$ cat src/rtl/riscv_mul_pkg.sv
// -----------------------------------------------------------------------------
// riscv_mul_pkg
// Shared definitions for the iterative RV32M multiplier in the EX stage:
//   - funct encodings for MUL / MULH / MULHSU / MULHU
//   - FSM state encoding (2 bits)
//   - iteration count of the radix-2 shift-add loop
// -----------------------------------------------------------------------------
package riscv_mul_pkg;

   localparam logic [1:0] MUL_LO  = 2'b00;  // MUL    : low word, signed x signed
   localparam logic [1:0] MUL_HSS = 2'b01;  // MULH   : high word, signed x signed
   localparam logic [1:0] MUL_HSU = 2'b10;  // MULHSU : high word, signed x unsigned
   localparam logic [1:0] MUL_HUU = 2'b11;  // MULHU  : high word, unsigned x unsigned

   localparam int MUL_ITER = 32;

   typedef enum logic [1:0] {
      ST_IDLE = 2'd0,
      ST_CALC = 2'd1,
      ST_SIGN = 2'd2,
      ST_DONE = 2'd3
   } mul_state_e;

   // Magnitude of a 32-bit value. For a signed operand 0x80000000 the negation
   // wraps back to 0x80000000, which is the correct unsigned magnitude.
   function automatic logic [31:0] mag32(input logic [31:0] v, input logic is_signed);
      return (is_signed && v[31]) ? (~v + 32'd1) : v;
   endfunction

endpackage

$ cat src/rtl/ex_mul_unit.sv
// -----------------------------------------------------------------------------
// ex_mul_unit
// Iterative 32x32 multiplier for RV32M MUL/MULH/MULHSU/MULHU in the EX stage.
// Operands are converted to magnitudes, multiplied by a 32-step LSB-first
// shift-add loop, sign-corrected, and the selected half is registered.
// Fixed latency: start seen at edge k -> mul_done high in the cycle after k+33.
//
// Ports:
//   clk           in   pipeline clock
//   reset         in   synchronous, active-low clear
//   mul_start     in   multiply request (registered ID/EX activate bit)
//   mul_kill      in   pipeline flush, aborts the op in flight
//   mul_funct     in   00=MUL 01=MULH 10=MULHSU 11=MULHU
//   op_a, op_b    in   rs1 / rs2 values
//   rd_in         in   destination register
//   mul_stall     out  hold PC, IF/ID, ID/EX (combinational)
//   mul_done      out  one-cycle result strobe
//   mul_result    out  selected product half (registered, held)
//   mul_rd        out  destination of mul_result (registered, held)
//   mul_reg_write out  same as mul_done
// -----------------------------------------------------------------------------
module ex_mul_unit
   import riscv_mul_pkg::*;
#(
   parameter int XLEN = 32
) (
   input  logic            clk,
   input  logic            reset,
   input  logic            mul_start,
   input  logic            mul_kill,
   input  logic [1:0]      mul_funct,
   input  logic [XLEN-1:0] op_a,
   input  logic [XLEN-1:0] op_b,
   input  logic [4:0]      rd_in,
   output logic            mul_stall,
   output logic            mul_done,
   output logic [XLEN-1:0] mul_result,
   output logic [4:0]      mul_rd,
   output logic            mul_reg_write
);

   mul_state_e          state_q,  state_d;
   logic [4:0]          cnt_q,    cnt_d;
   logic [2*XLEN-1:0]   acc_q,    acc_d;
   logic [2*XLEN-1:0]   mcand_q,  mcand_d;   // multiplicand magnitude, shifts left
   logic [XLEN-1:0]     mplier_q, mplier_d;  // multiplier magnitude, shifts right
   logic                neg_q,    neg_d;
   logic [1:0]          funct_q,  funct_d;
   logic [4:0]          rd_q,     rd_d;
   logic [XLEN-1:0]     result_q, result_d;
   logic [4:0]          rd_out_q, rd_out_d;

   logic                a_signed, b_signed;
   logic [2*XLEN-1:0]   prod_fix;

   assign a_signed = (mul_funct != MUL_HUU);
   assign b_signed = (mul_funct == MUL_LO) || (mul_funct == MUL_HSS);

   // Negating a zero accumulator yields zero, so no negative-zero artefact.
   assign prod_fix = neg_q ? (~acc_q + 1'b1) : acc_q;

   always_comb begin
      state_d   = state_q;
      cnt_d     = cnt_q;
      acc_d     = acc_q;
      mcand_d   = mcand_q;
      mplier_d  = mplier_q;
      neg_d     = neg_q;
      funct_d   = funct_q;
      rd_d      = rd_q;
      result_d  = result_q;
      rd_out_d  = rd_out_q;
      mul_stall = 1'b0;

      unique case (state_q)
         ST_IDLE: begin
            mul_stall = mul_start;
            if (mul_start && !mul_kill) begin
               state_d  = ST_CALC;
               cnt_d    = '0;
               acc_d    = '0;
               mcand_d  = {{XLEN{1'b0}}, mag32(op_a, a_signed)};
               mplier_d = mag32(op_b, b_signed);
               neg_d    = (a_signed & op_a[XLEN-1]) ^ (b_signed & op_b[XLEN-1]);
               funct_d  = mul_funct;
               rd_d     = rd_in;
            end
         end
         ST_CALC: begin
            mul_stall = 1'b1;
            if (mplier_q[0]) begin
               acc_d = acc_q + mcand_q;
            end
            mcand_d  = mcand_q << 1;
            mplier_d = mplier_q >> 1;
            cnt_d    = cnt_q + 5'd1;
            if (cnt_q == 5'(MUL_ITER - 1)) begin
               state_d = ST_SIGN;
            end
         end
         ST_SIGN: begin
            mul_stall = 1'b1;
            result_d  = (funct_q == MUL_LO) ? prod_fix[XLEN-1:0] : prod_fix[2*XLEN-1:XLEN];
            rd_out_d  = rd_q;
            state_d   = ST_DONE;
         end
         ST_DONE: begin
            // ID/EX still holds this instruction; its start must not retrigger.
            state_d = ST_IDLE;
         end
         default: state_d = ST_IDLE;
      endcase

      // A flush abandons the op without touching the held result registers.
      if (mul_kill && (state_q != ST_IDLE)) begin
         state_d  = ST_IDLE;
         cnt_d    = '0;
         result_d = result_q;
         rd_out_d = rd_out_q;
      end
   end

   always_ff @(posedge clk) begin
      if (!reset) begin
         state_q  <= ST_IDLE;
         cnt_q    <= '0;
         acc_q    <= '0;
         mcand_q  <= '0;
         mplier_q <= '0;
         neg_q    <= 1'b0;
         funct_q  <= MUL_LO;
         rd_q     <= '0;
         result_q <= '0;
         rd_out_q <= '0;
      end else begin
         state_q  <= state_d;
         cnt_q    <= cnt_d;
         acc_q    <= acc_d;
         mcand_q  <= mcand_d;
         mplier_q <= mplier_d;
         neg_q    <= neg_d;
         funct_q  <= funct_d;
         rd_q     <= rd_d;
         result_q <= result_d;
         rd_out_q <= rd_out_d;
      end
   end

   // The DONE state is itself registered, so a kill arriving in DONE cannot
   // suppress the strobe.
   assign mul_done      = (state_q == ST_DONE);
   assign mul_reg_write = mul_done;
   assign mul_result    = result_q;
   assign mul_rd        = rd_out_q;

endmodule
$ cat config.mk
export PLATFORM = sky130hd
export DESIGN_NAME = ex_mul_unit
export DESIGN_NICKNAME = d
export VERILOG_FILES = /design/src/rtl/riscv_mul_pkg.sv /design/src/rtl/ex_mul_unit.sv
export SDC_FILE = /design/constraint.sdc
export NUM_CORES = 1
export LEC_CHECK = 0
export CAP_MARGIN = 20
export CORE_ASPECT_RATIO = 0.7
export CORE_MARGIN = 4
export CORE_UTILIZATION = 35
export CTS_BUF_LIST = sky130_fd_sc_hd__clkbuf_8
export DETAILED_ROUTE_END_ITERATION = 10
export PLACE_DENSITY = 0.53
export SYNTH_ARGS = -nofsm -noshare
export SYNTH_HDL_FRONTEND = slang
export SYNTH_SLANG_ARGS = --single-unit
$ cat constraint.sdc
create_clock -name clk -period 5.65 [get_ports clk]
set_input_delay 0.8475 -clock clk [delete_from_list [all_inputs] [get_ports clk]]
set_output_delay 0.8475 -clock clk [all_outputs]
set_load 0.05 [all_outputs]
---- Yosys cells after proc, flatten, opt, wreduce, memory -nomap -nowiden ----
Cells that the tools add are included.
word-level totals
  register bits ........................... 212
  input port bits ......................... 75
  output and inout port bits .............. 40
  word-level logic and storage cells ...... 67
operators by class
  add/subtract/negate cells ............... 5
  equal/unequal tests ..................... 9
  multiplexer cells ....................... 17
  bitwise logic cells ..................... 8
  reduce and logical (&&, ||, !) cells .... 18
operators by type and width
  operator               number
  $mux 64                4
  $pmux 64 s2            2
  $mux 32                4
  $add 32x1->32 const B  2
  $add 64x1->64 const B  1
  $add 64x64->64         1
  $not 32->32            2
  $not 64->64            1
  $pmux 32 s2            1
  $pmux 5 s2             1
  $ne 2x2->1 const B     4
  $pmux 2 s4             1
  $reduce_and 2->1       4
  $logic_not 2->1        3
  $add 5x1->5 const B    1
  $eq 5x5->1 const B     1
  $mux 5                 1
  $eq 2x1->1 const B     2
  $eq 2x2->1 const B     2
  $logic_and 1x1->1      4
  $mux 2                 2
  $reduce_bool 2->1      2
  $reduce_or 2->1        2
  $reduce_and 3->1       1
  6 further kinds        8

---- Depth between registers and ports, before layout ----
  depth after elaboration ................. 6
  gate-level depth with buffers ........... 14
  mapped depth without buffers ............ 13

---- Worst setup path after synthesis ----
OpenSTA, ideal clock, no wires.
  kind .................................... flip-flop to flip-flop
  from .................................... register acc_q[7]
  to ...................................... register result_q[29] (netlist: mul_result[29])
  library setup time ...................... 0.066 ns
  arrival time ............................ 3.614 ns
  required time ........................... 5.584 ns
  slack ................................... 1.970 ns
  stages on the path, launching flop included .. 14
  path buffers ............................ 3
  clock period less this slack ............ 3.680 ns
  cells stage by stage .................... dfxtp_1 > or4_1 > or2_2 > or4b_1 > buf_6 > or4b_1 > buf_2 > or3_1 > buf_6 > nor2_2 > o21ai_1 > a2111oi_1 > a21oi_1 > nor2b_1
between the ends
  longest elaborated chain between the ends .. 4
ends and longest elaborated chain
  item                    line                source
  start, declared         ex_mul_unit.sv:44   logic [2*XLEN-1:0] acc_q, acc_d;
  start signal, assigned  ex_mul_unit.sv:127  acc_q <= '0;
  start signal, assigned  ex_mul_unit.sv:138  acc_q <= acc_d;
  $not 64->64             ex_mul_unit.sv:60   assign prod_fix = neg_q ? (~acc_q + 1'b1) : acc_q;
  $add 64x1->64           ex_mul_unit.sv:60
  $mux 64                 ex_mul_unit.sv:60
  $mux 32                 ex_mul_unit.sv:103  result_d = (funct_q == MUL_LO) ? prod_fix[XLEN-1:0] : prod_fix[2*XLEN-1:XLEN];
  end signal, assigned    ex_mul_unit.sv:144  result_q <= result_d;
  end, declared           ex_mul_unit.sv:50   logic [XLEN-1:0] result_q, result_d;
Every way passes these cells.
A chain may end at the register's enable or synchronous reset.

---- Worst setup path in the final report ----
  from .................................... register acc_q[13]
  to ...................................... register result_q[29] (netlist: mul_result[29])
Same word-level chain as after synthesis.

==> results_dict.tcl <==
set metrics [dict create \
    status "complete, no violations" \
    synth.net_count 2167 \
    ys.flop_type "dfxtp_1" \
    path_cells "or4_4 -> nor4b_4 -> or4b_1 -> or4b_1 -> or3_1 -> nor2_2 -> o21ai_1 -> a2111oi_1 -> a21oi_1 -> nor2b_1" \
    start_kind "flop" \
    cpLargestDelayFamily "simple AND/OR/NAND/NOR gates" \
    multi_input_area_um2 10300 \
    grt_max_degree 104 \
    cts_resized 0 \
    crit_path_end_kind "flop" \
    die-area_um2 46900 \
    nFillCells 4422 \
    synth.avg_cell_area_um2 7.53 \
    num_vias 14952 \
    start_util 0.356 \
    htreeDepth 2 \
    leakagePower_nw 6.74 \
    antenna_cells 0 \
    setup.worst_path.start "acc_q[13]" \
    relSlewSlack 0.341 \
    fin_crit_ns 4.13 \
    syn_area_um2 15200 \
    hpwl_mm 37.8 \
    nets 2213 \
    ctsHoldBuffers 0 \
    netlist_instances 2019 \
    firstDrtPassIters 6 \
    synth-edff-count 0 \
    clock_latency_ns 0.58 \
    min_path_cells 2 \
    core.rowCount 63 \
    die_h_um 182 \
    wl_per_cell_um 19.0 \
    clock_path_buffers 3 \
    whs_ns 0.459 \
    hold_viol 0 \
    finalCritPeriodShare 0.731 \
    globalRouteOverflowTotal 0 \
    crit_fanout 9 \
    regToRegStartpoint "acc_q[13]" \
    dpl.cell_count 2610 \
    cts_root_buffer "clkbuf_8" \
    peakVddDrop_mv 0.261 \
    cts_sinks 212 \
    antenna_found_initial 0 \
    hold_path_class "flop to flop" \
    min_from "rd_q[2]" \
    async_flop_share 0 \
    ff2ff_path_depth 10 \
    slowest_delay_ns 0.68 \
    finalNonFillerCells 2676 \
    finalCoreUtilization 0.411 \
    grt_pass1_vias 13970 \
    drtAntennaViolNets 0 \
    p_per_area_nw_per_um2 266 \
    maxCapViolCount 0 \
    portBuffers 114 \
    fin_worst_skew_ns 0.0314 \
    cp.arrival_ns 4.65 \
    gp_congestion 0.936 \
    fin_area_um2 17500 \
    drv_slew 0 \
    ff_latch_area_um2 4250 \
    wirelength_mm 50.7 \
    grt_usage 0.209 \
    drive_gt1_frac 0.0560 \
    final_cell_mix "nand2_1, dfxtp_1, o21ai_0, a21oi_1, clkdlybuf4s50_1" \
    tritoncts "done" \
    coreArea_um2 42600 \
    crit_top_cell "or4b_1" \
    path_buf_inv 0 \
    cp_slowest_cell "or4b_1" \
    grt_pass1_wl_mm 79.9 \
    synth_cell_types 74 \
    worstPathRequired_ns 6.17 \
    synthToLayoutAreaGrowth_pct 15.5 \
    clk_pin_slew_worst_paths_ns 0.07 \
    tns_ns 0 \
    yosysSeqAreaShare 0.279 \
    rsz0062_at_grt "false" \
    path_class "flop to flop" \
    cp.depth 10 \
    ios 115 \
    tightest_slew_ns 0.989 \
    die_w_um 257 \
    cts_buffers 38 \
    fmax_mhz 242 \
    yosys_warnings 0 \
    post-route-drc-count 0 \
    synth_seq_cells 212 \
    cts_setup_buffers 0 \
    via_per_inst 5.59 \
    placed_cell_area_um2 16700 \
    finalSetupViolations 0 \
    drt-initial-drc-count 1361 \
    mostFrequentLayoutCell "nand2_1" \
]
[layout make-up]
type / instances / area share
well taps: 585 / 0.0417
inverters: 40 / 0.00856
clock buffers: 51 / 0.0400
repair buffers: 135 / 0.0739
multi-input cells: 1638 / 0.585
clock inverters: 15 / 0.00863
flip-flops and latches: 212 / 0.242
[flip-flops by register name, summed over array words and instances, names as in the netlist]
name / cells
mcand_q: 64
neg_q: 1
acc_q: 64
cnt_q: 5
mul_result: 32
state_q: 2
rd_q: 5
funct_q: 2
mplier_q: 32
mul_rd: 5
[per-layer routing]
| metal | global-route usage | share of wire | vias up |
|---|---|---|---|
| li1 | - | - | 7350 |
| met1 | 0.319 | 0.51 | 7103 |
| met2 | 0.301 | 0.40 | 446 |
| met3 | 0.0449 | 0.068 | 53 |
| met4 | 0.0395 | 0.015 | 0 |
| met5 | 0 | 0 | - |
[power breakdown]
part           total [mW]  internal [mW]  switching, mW
clock network        1.64          0.944          0.695
registers            1.72           1.62          0.106
logic                1.31          0.416          0.893
[worst reg2reg max path: stages (launching register included)]
cell,delay [ns]
dfxtp_1,0.38
or4_4,0.59
nor4b_4,0.43
or4b_1,0.67
or4b_1,0.68
or3_1,0.55
nor2_2,0.13
o21ai_1,0.06
a2111oi_1,0.38
a21oi_1,0.07
nor2b_1,0.13
[synth_stat cells, types with 13 or more instances]
master	count	area, µm²
xnor2_1	87	762
nor4_1	24	150
or4_1	18	135
xor2_1	62	543
o21ai_0	136	681
o31ai_1	30	225
a21oi_1	128	641
and2_1	13	81.3
nand2_1	365	1370
o211ai_1	49	368
nand4_1	20	125
a22oi_1	65	488
ha_1	72	901
nor2b_1	83	519
clkbuf_1	112	420
a21o_1	29	218
o41ai_1	18	158
o211a_1	14	140
nor2_1	99	372
nor3_1	35	175
o21bai_1	18	135
dfxtp_1	212	4240
nand3_1	22	110
inv_1	40	150
or3_1	21	131
a21boi_0	89	668
o21a_1	15	113
[per-stage QoR]
| step | power (mW) | setup slack [ns] |
|---|---|---|
| 5_1_grt | 4.95 | 1.31 |
| 6_report | 4.67 | 1.52 |
| 2_1_floorplan | 2.64 | 1.97 |
| 3_5_place_dp | 3.06 | 1.33 |
| 4_1_cts | 4.73 | 1.55 |
| 3_3_place_gp | 3.06 | 1.39 |
[final timing paths]
path,to,slack (ns)
min,mul_rd[2],0.46
max reg2reg,mul_result[29],1.52
max,mul_result[29],1.52
min reg2reg,mul_rd[2],0.46
[cell families (layout without fill, tap and decap cells)]
kind of cell,after synthesis,count (layout),synth area share
muxes,6,6,0.00486
AOI/OAI and AO/OA,655,655,0.286
adders and majority gates,73,73,0.0606
and+or+nand+nor,755,755,0.235
xor gates and xnor gates,149,149,0.0859
buffers and inverters,169,241,0.0478
DFF,212,212,0.279
Power figures use the tool's default switching activity.
